<file path="src/rtl/ex_mem_stage_reg_pkg.sv">
// Shared definitions for the EX->MEM stage register.
// - Control-bit positions inside the control bundle.
// - Bit offsets of the fields packed into the data payload.
// - Skid-buffer state encoding (value equals entries held).
package ex_mem_pkg;

  localparam int unsigned CTRL_REGWRITE = 0;
  localparam int unsigned CTRL_MEMTOREG = 1;
  localparam int unsigned CTRL_BRANCH   = 2;
  localparam int unsigned CTRL_ZERO     = 3;
  localparam int unsigned CTRL_MEMWRITE = 4;
  localparam int unsigned CTRL_MEMREAD  = 5;
  localparam int unsigned CTRL_ISGT     = 6;

  // Payload layout, LSB first: rd, funct, WriteData, ALU_result, PCplusimm.
  localparam int unsigned RD_OFF     = 0;
  localparam int unsigned RD_W       = 5;
  localparam int unsigned FUNCT_OFF  = RD_OFF + RD_W;
  localparam int unsigned FUNCT_W    = 4;
  localparam int unsigned WDATA_OFF  = FUNCT_OFF + FUNCT_W;
  localparam int unsigned WDATA_W    = 64;
  localparam int unsigned ALU_OFF    = WDATA_OFF + WDATA_W;
  localparam int unsigned ALU_W      = 64;
  localparam int unsigned PCIMM_OFF  = ALU_OFF + ALU_W;
  localparam int unsigned PCIMM_W    = 64;
  localparam int unsigned PAYLOAD_W  = PCIMM_OFF + PCIMM_W;

  typedef enum logic [1:0] {
    EMPTY = 2'd0,
    HALF  = 2'd1,
    FULL  = 2'd2
  } skid_state_e;

endpackage

</file>
<file path="src/rtl/ex_mem_stage_reg_if.sv">
// Valid/ready channel carrying a control bundle and a data payload.
// - master: drives valid, ctrl, data; receives ready.
// - slave:  receives valid, ctrl, data; drives ready.
interface ex_mem_stage_reg_if #(
  parameter int unsigned CTRL_W = 7,
  parameter int unsigned DATA_W = 201
) ();

  logic              valid;
  logic              ready;
  logic [CTRL_W-1:0] ctrl;
  logic [DATA_W-1:0] data;

  modport master (output valid, output ctrl, output data, input ready);
  modport slave  (input valid, input ctrl, input data, output ready);

endinterface

</file>
<file path="src/rtl/ex_mem_stage_reg_slot.sv">
// One storage entry of the stage: valid flag plus control and payload.
// Ports:
// - clk, reset     : clock, asynchronous active-high reset
// - load           : capture d_ctrl/d_data and mark valid
// - clear          : zero the entry (wins over load)
// - d_ctrl, d_data : data to capture
// - valid, ctrl, data : stored entry, all-zero when empty
module stage_slot #(
  parameter int unsigned CTRL_W = 7,
  parameter int unsigned DATA_W = 201
) (
  input  logic              clk,
  input  logic              reset,
  input  logic              load,
  input  logic              clear,
  input  logic [CTRL_W-1:0] d_ctrl,
  input  logic [DATA_W-1:0] d_data,
  output logic              valid,
  output logic [CTRL_W-1:0] ctrl,
  output logic [DATA_W-1:0] data
);

  always_ff @(posedge clk or posedge reset) begin
    if (reset) begin
      valid <= 1'b0;
      ctrl  <= '0;
      data  <= '0;
    end else if (clear) begin
      valid <= 1'b0;
      ctrl  <= '0;
      data  <= '0;
    end else if (load) begin
      valid <= 1'b1;
      ctrl  <= d_ctrl;
      data  <= d_data;
    end
  end

endmodule

</file>
<file path="src/rtl/ex_mem_stage_reg.sv">
// EX->MEM pipeline stage register with valid/ready handshake, flush and optional skid entry.
// Ports:
// - clk, reset : clock, asynchronous active-high reset
// - flush      : synchronous squash of every held entry
// - in_if      : slave channel from EX (valid/ready/ctrl/data)
// - out_if     : master channel to MEM; ctrl/data are zero whenever valid is low
// - occupancy  : entries held (0..2)
// - flush_cnt  : saturating count of flush cycles that discarded something
// Output is always the main entry. Empty entries are zeroed in storage so outputs stay
// flop-driven and a bubble never carries live control bits.
module ex_mem_stage_reg
  import ex_mem_pkg::*;
#(
  parameter int unsigned CTRL_W = 7,
  parameter int unsigned DATA_W = 201,
  parameter int unsigned SKID   = 1,
  parameter int unsigned CNT_W  = 16
) (
  input  logic              clk,
  input  logic              reset,
  input  logic              flush,
  ex_mem_stage_reg_if.slave  in_if,
  ex_mem_stage_reg_if.master out_if,
  output logic [1:0]        occupancy,
  output logic [CNT_W-1:0]  flush_cnt
);

  skid_state_e       state_q, state_d;
  logic              in_ready_q;
  logic              in_ready, xfer_in, xfer_out, flush_hit;
  logic              main_load, main_clear, main_from_skid;
  logic              skid_load, skid_clear;
  logic              main_valid, skid_valid;
  logic [CTRL_W-1:0] main_ctrl, skid_ctrl, main_d_ctrl;
  logic [DATA_W-1:0] main_data, skid_data, main_d_data;
  logic [CNT_W-1:0]  flush_cnt_q;

  // With a skid entry, ready comes from a flop so out_ready never reaches in_ready.
  assign in_ready = (SKID != 0) ? in_ready_q : (!main_valid || out_if.ready);
  assign xfer_in  = in_if.valid && in_ready;
  assign xfer_out = main_valid && out_if.ready;
  assign flush_hit = flush && (main_valid || xfer_in);

  always_comb begin
    state_d        = state_q;
    main_load      = 1'b0;
    main_clear     = 1'b0;
    main_from_skid = 1'b0;
    skid_load      = 1'b0;
    skid_clear     = 1'b0;
    if (flush) begin
      state_d    = EMPTY;
      main_clear = 1'b1;
      skid_clear = 1'b1;
    end else if (SKID != 0) begin
      case (state_q)
        EMPTY: begin
          if (xfer_in) begin
            main_load = 1'b1;
            state_d   = HALF;
          end
        end
        HALF: begin
          if (xfer_in && xfer_out) begin
            main_load = 1'b1;
          end else if (xfer_in) begin
            skid_load = 1'b1;
            state_d   = FULL;
          end else if (xfer_out) begin
            main_clear = 1'b1;
            state_d    = EMPTY;
          end
        end
        FULL: begin
          if (xfer_out) begin
            main_load      = 1'b1;
            main_from_skid = 1'b1;
            skid_clear     = 1'b1;
            state_d        = HALF;
          end
        end
        default: state_d = EMPTY;
      endcase
    end else begin
      // Single entry: a same-cycle in & out simply replaces it.
      if (xfer_in) begin
        main_load = 1'b1;
        state_d   = HALF;
      end else if (xfer_out) begin
        main_clear = 1'b1;
        state_d    = EMPTY;
      end
    end
  end

  assign main_d_ctrl = main_from_skid ? skid_ctrl : in_if.ctrl;
  assign main_d_data = main_from_skid ? skid_data : in_if.data;

  always_ff @(posedge clk or posedge reset) begin
    if (reset) begin
      state_q     <= EMPTY;
      in_ready_q  <= 1'b1;
      flush_cnt_q <= '0;
    end else begin
      state_q    <= state_d;
      in_ready_q <= (state_d != FULL);
      if (flush_hit && (flush_cnt_q != {CNT_W{1'b1}})) begin
        flush_cnt_q <= flush_cnt_q + {{(CNT_W-1){1'b0}}, 1'b1};
      end
    end
  end

  stage_slot #(
    .CTRL_W (CTRL_W),
    .DATA_W (DATA_W)
  ) u_main (
    .clk    (clk),
    .reset  (reset),
    .load   (main_load),
    .clear  (main_clear),
    .d_ctrl (main_d_ctrl),
    .d_data (main_d_data),
    .valid  (main_valid),
    .ctrl   (main_ctrl),
    .data   (main_data)
  );

  if (SKID != 0) begin : g_skid
    stage_slot #(
      .CTRL_W (CTRL_W),
      .DATA_W (DATA_W)
    ) u_skid (
      .clk    (clk),
      .reset  (reset),
      .load   (skid_load),
      .clear  (skid_clear),
      .d_ctrl (in_if.ctrl),
      .d_data (in_if.data),
      .valid  (skid_valid),
      .ctrl   (skid_ctrl),
      .data   (skid_data)
    );
  end else begin : g_no_skid
    assign skid_valid = 1'b0;
    assign skid_ctrl  = '0;
    assign skid_data  = '0;
  end

  assign in_if.ready  = in_ready;
  assign out_if.valid = main_valid;
  assign out_if.ctrl  = main_ctrl;
  assign out_if.data  = main_data;
  // The skid entry is only ever valid alongside the main entry.
  assign occupancy    = {skid_valid, main_valid && !skid_valid};
  assign flush_cnt    = flush_cnt_q;

endmodule

</file>
<file path="src/flat_wrapper.sv">
// flat-port wrapper written by rule: the top's interface ports become plain ports
module ex_mem_stage_reg_flat import ex_mem_pkg::*;
#(
  parameter int unsigned CTRL_W = 7,
  parameter int unsigned DATA_W = 201,
  parameter int unsigned SKID   = 1,
  parameter int unsigned CNT_W  = 16
)
  (clk, reset, flush, occupancy, flush_cnt, in_if_valid, in_if_ctrl, in_if_data, in_if_ready, out_if_valid, out_if_ctrl, out_if_data, out_if_ready);
  ex_mem_stage_reg_if #(.CTRL_W(CTRL_W), .DATA_W(DATA_W)) in_if_i ();
  ex_mem_stage_reg_if #(.CTRL_W(CTRL_W), .DATA_W(DATA_W)) out_if_i ();
  input  logic clk;
  input  logic reset;
  input  logic flush;
  output logic [1:0] occupancy;
  output logic [CNT_W-1:0] flush_cnt;
  input wire logic [$bits(in_if_i.valid)-1:0] in_if_valid;
  input wire logic [$bits(in_if_i.ctrl)-1:0] in_if_ctrl;
  input wire logic [$bits(in_if_i.data)-1:0] in_if_data;
  output wire logic [$bits(in_if_i.ready)-1:0] in_if_ready;
  output wire logic [$bits(out_if_i.valid)-1:0] out_if_valid;
  output wire logic [$bits(out_if_i.ctrl)-1:0] out_if_ctrl;
  output wire logic [$bits(out_if_i.data)-1:0] out_if_data;
  input wire logic [$bits(out_if_i.ready)-1:0] out_if_ready;
  assign in_if_i.valid = in_if_valid;
  assign in_if_i.ctrl = in_if_ctrl;
  assign in_if_i.data = in_if_data;
  assign in_if_ready = in_if_i.ready;
  assign out_if_valid = out_if_i.valid;
  assign out_if_ctrl = out_if_i.ctrl;
  assign out_if_data = out_if_i.data;
  assign out_if_i.ready = out_if_ready;
  ex_mem_stage_reg #(.CTRL_W(CTRL_W), .DATA_W(DATA_W), .SKID(SKID), .CNT_W(CNT_W)) u_core (.clk(clk), .reset(reset), .flush(flush), .in_if(in_if_i), .out_if(out_if_i), .occupancy(occupancy), .flush_cnt(flush_cnt));
endmodule
</file>
<file path="config.mk">
export PLATFORM = sky130hd
export DESIGN_NAME = ex_mem_stage_reg_flat
export DESIGN_NICKNAME = d
export VERILOG_FILES = /design/src/rtl/ex_mem_stage_reg_pkg.sv /design/src/rtl/ex_mem_stage_reg_if.sv /design/src/rtl/ex_mem_stage_reg_slot.sv /design/src/rtl/ex_mem_stage_reg.sv /design/src/flat_wrapper.sv
export SDC_FILE = /design/constraint.sdc
export NUM_CORES = 1
export LEC_CHECK = 0
export CORE_MARGIN = 5
export CORE_UTILIZATION = 25
export DETAILED_ROUTE_END_ITERATION = 6
export SLEW_MARGIN = 10
export SYNTH_ARGS = -nofsm -noshare
export SYNTH_HDL_FRONTEND = slang
export SYNTH_SLANG_ARGS = --single-unit
</file>
<file path="constraint.sdc">
create_clock -name clk -period 24.9 [get_ports clk]
set_input_delay 4.98 -clock clk [delete_from_list [all_inputs] [get_ports clk]]
set_output_delay 4.98 -clock clk [all_outputs]
set_load 0.02 [all_outputs]
</file>
==> results of run 1 <==
[worst min-delay path, cell delays in order (launching register included)]
cell and delay (ns):
dfrtp_1 0.34, nand2_1 0.05, o21ai_0 0.06
[path summary, 6_finish.rpt]
check	cells past startpoint	slack [ns]	to	start
min in group asynchronous	2	5.03	u_core.u_main.data[18]	reset
worst max-delay path	7	16.52	u_core.u_main.data[146]	out_if_ready
worst min register to register	2	0.48	u_core.u_main.data[58]	u_core.u_main.data[58]
max in group asynchronous	4	17.57	u_core.g_skid.u_skid.data[150]	reset
worst max register to register	6	20.92	u_core.u_main.data[146]	u_core.u_main.valid
worst min-delay path	2	0.48	u_core.u_main.data[58]	u_core.u_main.data[58]
[power by group]
group          leakage (nW)  internal, mW  total (mW)  switching, mW
sequential             5.94         0.769       0.810         0.0405
clock                 0.793         0.445       0.746          0.301
combinational          3.35         0.139       0.333          0.194
[through the flow]
step	hold slack [ns]	instance area [µm²]	std cells	power (mW)
final	0.478	25500	3290	1.89
after global routing	0.502	25400	3286	1.98
after CTS	0.482	25400	3284	1.92
after detailed placement	0.469	23800	3198	1.16
after global placement	0.463	23800	3198	1.16
after floorplan	0.490	18700	1908	0.984
[area by class of cell]
class / count / area share (%)
multi-input cells: 1324 / 27.7
clock inverters: 15 / 0.865
repair buffers: 462 / 18.0
well taps: 969 / 4.76
flip-flops and latches: 437 / 43.0
inverters: 6 / 0.118
clock buffers: 71 / 5.54
diodes: 6 / 0.0590
[layout by cell type, fill, tap and decap left out, drive strengths merged, types with 3 or more instances in the layout]
cell type      count
a21oi            212
clkbuf            71
and2               3
inv               10
buf               22
clkdlybuf4s50    440
clkinv             4
xnor2             10
dfrtp            436
xor2               5
nand3             11
mux2i            208
diode              6
nand4              3
nor3               3
nand2            631
and3               3
bufinv             5
nor2               9
o21ai            210
[state kept, by name, summed over array words and instances, names as in the netlist]
signal,count
u_core.g_skid.u_skid.ctrl,7
u_core.state_q,2
u_core.in_if.ready,1
u_core.u_main.ctrl,7
u_core.g_skid.u_skid.valid,1
u_core.flush_cnt,16
u_core.u_main.valid,1
u_core.u_main.data,201
u_core.g_skid.u_skid.data,201
[layer usage]
metal / global-route usage, % / vias up
met4: 3.00 / 4
met1: 18.2 / 7130
met2: 22.8 / 348
met3: 4.36 / 69
met5: 0 / -
li1: - / 7111
[Yosys cell counts, drive strengths merged]
cell type,instances
nand2,631
dfrtp,436
a21oi,212
o21ai,210
mux2i,208
buf,85
clkbuf,56
nand3,11
xnor2,10
nor2,9
inv,6
xor2,5
and2,3
and3,3
nand4,3
nor3,3
a31oi,2
nand2b,2
a211o,1
a211oi,1
a21o,1
a221o,1
and2b,1
and4,1
dfstp,1
ha,1
mux2,1
nand4b,1
nor2b,1
o2111ai,1
o21a,1
[cells by family after synthesis]
| group | after synthesis |
|---|---|
| buffers and inverters | 147 |
| multiplexers | 209 |
| adder cells (fa/ha/maj) | 1 |
| AO/OA/AOI/OAI | 430 |
| XOR/XNOR | 15 |
| flip-flops | 437 |
| AND/OR/NAND/NOR | 669 |
==> metrics.yaml, run 1 <==
ir_drop_v: 0.0000547
pin_count: 441
grt_pass1_vias: 14700
relSlewSlack_pct: 26.9
synth_compound_area_share_pct: 11.6
first_pass_iters: 5
antenna_found_initial: 7
cts_sinks: 437
syn2layout_area_growth_pct: 36.4
slowest_delay_ns: 0.95
cts_buffers: 50
post-route-util_pct: 34.3
arrival_ns: 8.80
cts_setup_buffers: 0
yosysWarningCount: 0
synth_xor_area_share_pct: 0.704
synth_top_cells_by_area: "dfrtp_1, nand2_1, mux2i_1"
cts_resized: 0
regArea_um2: 10900
wl_um: 58100
worstPathRequired_ns: 25.32
m1WireLength_um: 25500
fillers: 7576
rsz0062_at_grt: "false"
period_share_pct: 33.6
portBuffers: 440
synth-simple-area-share_pct: 13.9
rows: 100
worstPathMaxFanout: 58
place_hpwl_um: 36900
crit_path_frequent_cell: "buf_4"
synthMuxAreaShare_pct: 11.2
seq_area_frac_synth_pct: 58.6
setup_slack_ns: 16.52
clockBufferDepth: 3
crit_chain: "clkdlybuf4s50_1 > nand4b_4 > nor2_4 > buf_4 > buf_4 > mux2i_1 > o21ai_1"
finalClockSkew_ns: 0.0158
cap_violations: 0
min_path_type: "register to register"
period_needed_ns: 8.38
cts-root-buf: "clkbuf_16"
synth_largest_area_cell: "dfrtp_1"
preCtsSetupSlack_ns: 15.92
synth_top_area_share_pct: 58.4
synth_nets: 2122
syn_avg_cell_area_um2: 9.78
cts_hold_buf: 0
first_iter_violations: 896
gp_congestion: 0.773
drv_slew: 0
drc: 0
vias: 14700
routedWlPerCell_um: 17.7
status: "complete, no violations"
dr.max_layer_used: "met5"
p_per_area_nw_per_um2: 74.2
grt_overflow: 0
viasPerCell: 4.46
ant_nets: 0
final_nets: 2495
multiInputGateArea_um2: 7060
start_util_pct: 25.2
p_leak_nw: 10.1
synthAdderAreaFrac_pct: 0.0670
startpoint_type: "input pin"
die_y_um: 283
crit_buf_inv: 3
route.met2.wl_um: 27400
drive_gt1_share_pct: 4.54
grt_max_degree: 130
ys_ff_latch: 437
end_kind: "register"
synthCells: 1908
grt_pass1_wl_um: 90200
cp_slowest_cell: "buf_4"
cp_top_family: "buffers and inverters"
cts_htree_levels: 2
wl_met3_um: 4220
fmax_mhz: 119
die_area_um2: 80200
core_um2: 74200
grtUsageTotal_pct: 13.9
setup_tns_ns: 0
syn-cell-area_um2: 18700
clk_pin_slew_worst_paths_ns: 0.06
synth_cell_types: 38
tightest_slew_ns: 1.10
critPathKind: "input pin to register"
finalSetupViolations: 0
cts_tree: "built"
final_hold_viol_count: 0
fp.dieW_um: 283
synth_top_family_by_area: "simple AND/OR/NAND/NOR gates"
clock_latency_ns: 0.58
No activity file was read; power rests on OpenSTA's default activity.
==> inputs of run 2 (changes only) <==
Clock period 24.9 ns to 7.1 ns, I/O delays scaled along.
==> metrics.yaml, run 2 (synthesis results as in run 1) <==
numPlacedInstances: 3193  # was 3198
grt_max_degree: 160  # was 130
place_area_um2: 23900  # was 23800 µm²
syn2layout_area_growth_pct: 37.9  # was 36.4%
final_nets: 2491  # was 2495
die_y_um: 283  # unchanged
slowest_delay_ns: 0.81  # was 0.95 ns
cts_buffers: 51  # was 50
critPathKind: "input pin to register"  # unchanged
clock_latency_ns: 0.59  # was 0.58 ns
combPwrFrac_pct: 17.1  # was 17.6%
cts_htree_levels: 2  # unchanged
viasPerCell: 4.45  # was 4.46
final_cell_mix: "nand2_1, clkdlybuf4s50_1, dfrtp_1"  # unchanged
place_hpwl_um: 36200  # was 36900 µm
portBuffers: 440  # unchanged
power_mw: 6.85  # was 1.89 mW
pin_count: 441  # unchanged
p_leak_nw: 10.2  # was 10.1 nW
arrival_ns: 4.06  # was 8.80 ns
wl_um: 58300  # was 58100 µm
antenna_found_initial: 11  # was 7
drc: 0  # unchanged
period_share_pct: 50.8
vias: 14700  # unchanged
routedWlPerCell_um: 17.7  # about the same
grt_pass1_wl_um: 90600  # was 90200 µm
rsz0062_at_grt: "false"  # unchanged
power_switching_mw: 1.91  # was 0.536 mW
final_cells: 3293  # was 3290
first_iter_violations: 841  # was 896
rows: 100  # unchanged
clk_pin_slew_worst_paths_ns: 0.06  # about the same
drive_gt1_share_pct: 4.79  # was 4.54%
status: "complete, no violations"  # unchanged
cts_hold_buf: 0  # unchanged
fp.dieW_um: 283  # unchanged
min_path_type: "register to register"  # unchanged
switching_share_pct: 27.9  # was 28.4%
p_int_mw: 4.94  # was 1.35 mW
p_per_area_nw_per_um2: 266  # was 74.2 nW/µm²
cap_violations: 0  # unchanged
worstPathMaxFanout: 70  # was 58
grtUsageTotal_pct: 14.0  # was 13.9%
grt_overflow: 0  # unchanged
cts-root-buf: "clkbuf_16"  # unchanged
core_um2: 74200  # unchanged
end_kind: "register"  # unchanged
final_hold_viol_count: 0  # unchanged
cp_top_family: "buffers and inverters"  # unchanged
startpoint_type: "input pin"  # unchanged
period_needed_ns: 3.61
drv_slew: 0  # unchanged
final_common_cell: "nand2_1"  # unchanged
ir_drop_v: 0.000155  # was 0.0000547 V
whs_ns: 0.474  # was 0.478 ns
die_area_um2: 80200  # unchanged
worstPathRequired_ns: 7.55  # was 25.32 ns
final_area_um2: 25700  # was 25500 µm²
power_frac_seq_pct: 41.4  # was 42.9%
clockBufferDepth: 3  # unchanged
clkPwrFrac_pct: 41.5  # was 39.5%
gp_congestion: 0.772  # was 0.773
finalClockSkew_ns: 0.0269  # was 0.0158 ns
finalSetupViolations: 0  # unchanged
cts_tree: "built"  # unchanged
cts_resized: 0  # unchanged
start_util_pct: 25.2  # unchanged
grt_pass1_vias: 14600  # was 14700
crit_buf_inv: 2  # was 3
cts_sinks: 437  # unchanged
fmax_mhz: 277
first_pass_iters: 5  # unchanged
cts_setup_buffers: 0  # unchanged
cp_slowest_cell: "nor2_4"  # was buf_4
tightest_slew_ns: 1.03  # was 1.10 ns
crit_chain: "clkdlybuf4s50_1 > nand4b_4 > nor2_4 > buf_12 > mux2i_1 > o21ai_1"  # was clkdlybuf4s50_1 > nand4b_4 > nor2_4 > buf_4 > buf_4 > mux2i_1 > o21ai_1
ant_nets: 0  # unchanged
relSlewSlack_pct: 31.2  # was 26.9%
[run 2: per-layer routing]
| layer | vias to the layer above | global-route usage [%] | wire length [µm] |
|---|---|---|---|
| met2 | 350 | 22.8 | 27800 |
| met1 | 7117 | 18.1 | 24900 |
| li1 | 7098 | - | - |
| met3 | 87 | 4.36 | 4010 |
| met5 | - | 0 | 62 |
| met4 | 10 | 3.97 | 1450 |
[run 2: power groups by stage]
stage               clock network [mW]  registers [mW]  logic [mW]
floorplan                            0            3.02       0.427
global placement                     0            2.88        1.19
detailed placement                   0            2.88        1.20
CTS                               2.94            2.84        1.20
global route                      3.04            2.87        1.28
finish                            2.84            2.84        1.17
[run 2: metrics by stage]
| stage | utilization [%] | worst slack (ns) | TNS (ns) |
|---|---|---|---|
| floorplan | - | -0.222 | -97.00 |
| global placement | 32.2 | 2.94 | 0 |
| detailed placement | 32.2 | 2.87 | 0 |
| CTS | 34.7 | 3.52 | 0 |
| global route | 34.7 | 3.35 | 0 |
| finish | 34.7 | 3.49 | 0 |
[run 2: tightest hold or removal path: stages (launching register included)]
cell,delay [ns]
dfrtp_1,0.34
nand2_1,0.04
o21ai_0,0.06
[run 2: final cells by class]
class / instances / area, µm²
Antenna cell: 6 / 15.0
Clock buffer: 74 / 1490
Clock inverter: 20 / 322
Fill cell: 7505 / 48500
Inverter: 6 / 26.3
Multi-Input combinational cell: 1324 / 7060
Sequential cell: 437 / 10900
Tap cell: 969 / 1210
Timing Repair Buffer: 457 / 4670
[run 2: path summary, 6_finish.rpt]
check	start	endpoint	slack (ns)	cells past startpoint
setup / recovery	out_if_ready	u_core.u_main.data[163]	3.49	6
hold / removal	u_core.u_main.data[145]	u_core.u_main.data[145]	0.47	2
setup reg to reg	u_core.u_main.valid	u_core.u_main.data[163]	4.34	5
hold reg to reg	u_core.u_main.data[145]	u_core.u_main.data[145]	0.47	2
max in group asynchronous	reset	u_core.u_main.data[138]	4.61	3
min in group asynchronous	reset	u_core.u_main.data[117]	1.21	2
==> inputs of run 3 (changes only) <==
Clock period 7.1 ns to 3.1 ns, I/O delays scaled along.
==> metrics.yaml, run 3 (synthesis results as in run 1) <==
status: "complete, no violations"  # unchanged
drive_gt1_share_pct: 6.13  # was 4.79%
p_per_area_nw_per_um2: 604  # was 266 nW/µm²
cts_hold_buf: 0  # unchanged
cts_tree: "built"  # unchanged
first_pass_iters: 6  # was 5
drc: 0  # unchanged
multiInputGateArea_um2: 7060  # unchanged
rsz0062_at_grt: "false"  # unchanged
die_area_um2: 80200  # unchanged
crit_chain: "nor2b_1 > clkdlybuf4s50_1"  # was clkdlybuf4s50_1 > nand4b_4 > nor2_4 > buf_12 > mux2i_1 > o21ai_1
power_mw: 15.8  # was 6.85 mW
cts_buffers: 51  # unchanged
vias: 14900  # was 14700
final_hold_viol_count: 0  # unchanged
clk_pin_slew_worst_paths_ns: 0.06  # about the same
clockBufferDepth: 3  # unchanged
routedWlPerCell_um: 17.8  # was 17.7 µm
ff2ff_setup_slack_ns: 0.93  # was 4.34 ns
worstPathRequired_ns: 2.48  # was 7.55 ns
final_cell_mix: "nand2_1, clkdlybuf4s50_1, dfrtp_1"  # unchanged
startpoint_type: "register"  # was input pin
gp_congestion: 0.774  # was 0.772
grt_overflow: 0  # unchanged
grtUsageTotal_pct: 14.2  # was 14.0%
drv_slew: 0  # unchanged
first_iter_violations: 886  # was 841
finalClockSkew_ns: 0.0197  # was 0.0269 ns
wl_um: 59000  # was 58300 µm
portBuffers: 440  # unchanged
end_kind: "primary output"  # was register
cts_sinks: 437  # unchanged
post-route-util_pct: 35.2  # was 34.7%
clock_latency_ns: 0.59  # about the same
start_util_pct: 25.2  # unchanged
period_needed_ns: 2.67
slowest_delay_ns: 0.66  # was 0.81 ns
pin_count: 441  # unchanged
relSlewSlack_pct: 49.3  # was 31.2%
die_y_um: 283  # unchanged
grt_max_degree: 133  # was 160
fp.dieW_um: 283  # unchanged
final_common_cell: "nand2_1"  # unchanged
antenna_found_initial: 13  # was 11
period_share_pct: 86.0
place_hpwl_um: 38600  # was 36200 µm
worstPathMaxFanout: 11  # was 70
ir_drop_v: 0.000360  # was 0.000155 V
viasPerCell: 4.48  # was 4.45
grt_pass1_vias: 15100  # was 14600
regArea_um2: 10900  # unchanged
syn2layout_area_growth_pct: 40.0  # was 37.9%
core_um2: 74200  # unchanged
fmax_mhz: 375
rows: 100  # unchanged
critPathKind: "register to primary output"  # was input pin to register
final_nets: 2520  # was 2491
arrival_ns: 2.05  # was 4.06 ns
cts_htree_levels: 2  # unchanged
cts_setup_buffers: 0  # unchanged
grt_pass1_wl_um: 92100  # was 90600 µm
cts_resized: 0  # unchanged
finalSetupViolations: 0  # unchanged
fillers: 7443  # was 7505
ant_nets: 0  # unchanged
cap_violations: 0  # unchanged
p_leak_nw: 10.4  # was 10.2 nW
tightest_slew_ns: 0.760  # was 1.03 ns
cts-root-buf: "clkbuf_16"  # unchanged
min_path_type: "register to register"  # unchanged
cp_slowest_cell: "dfrtp_1"  # was nor2_4
## run 3: final timing paths
check / start / to / cells past startpoint
worst max-delay path: u_core.u_main.valid / occupancy[0] / 2
min in group asynchronous: reset / u_core.u_main.data[111] / 3
worst min register to register: u_core.u_main.data[85] / u_core.u_main.data[85] / 2
max in group asynchronous: reset / u_core.u_main.data[32] / 4
worst min-delay path: u_core.u_main.data[85] / u_core.u_main.data[85] / 2
worst max register to register: u_core.u_main.valid / u_core.u_main.data[90] / 6
## run 3: final cells by class
| type | instances | area share (%) |
|---|---|---|
| Multi-Input combinational cell | 1324 | 27.0 |
| Clock buffer | 73 | 5.78 |
| Clock inverter | 22 | 1.21 |
| Tap cell | 969 | 4.64 |
| Timing Repair Buffer | 486 | 19.3 |
| Sequential cell | 437 | 41.9 |
| Inverter | 6 | 0.101 |
| Antenna cell | 8 | 0.0766 |
## run 3: metrics by stage
step / setup slack (ns) / TNS, ns / area (µm²) / hold WS, ns / cells
finish: 0.435 / 0 / 26100 / 0.477 / 3325
CTS: 0.367 / 0 / 26100 / 0.483 / 3317
floorplan: -3.42 / -1493.99 / 18700 / 0.490 / 1908
global route: 0.314 / 0 / 26100 / 0.496 / 3320
detailed placement: 0.288 / 0 / 24300 / 0.469 / 3222
global placement: 0.321 / 0 / 24300 / 0.461 / 3222
## run 3: layer usage
| layer | part of all wire (%) | vias up | track usage (%) | wire (µm) |
|---|---|---|---|---|
| li1 | - | 7162 | - | - |
| met1 | 43 | 7252 | 18.3 | 25400 |
| met2 | 48 | 364 | 23.1 | 28100 |
| met3 | 6.5 | 94 | 4.29 | 3860 |
| met4 | 2.7 | 8 | 4.21 | 1610 |
| met5 | 0.071 | - | 0 | 42 |
## run 3: where the power goes
part	internal, mW	total, mW	leakage, nW	switching [mW]
clock network	3.98	6.51	0.898	2.53
logic	1.19	2.75	3.56	1.57
registers	6.18	6.51	5.94	0.337
## run 3: worst max-delay path, delay by kind of cell, from the launching register on
kind          cells  cell delay, ns
simple gates      1            0.20
buf+inv           1            0.61
flops             1            0.66
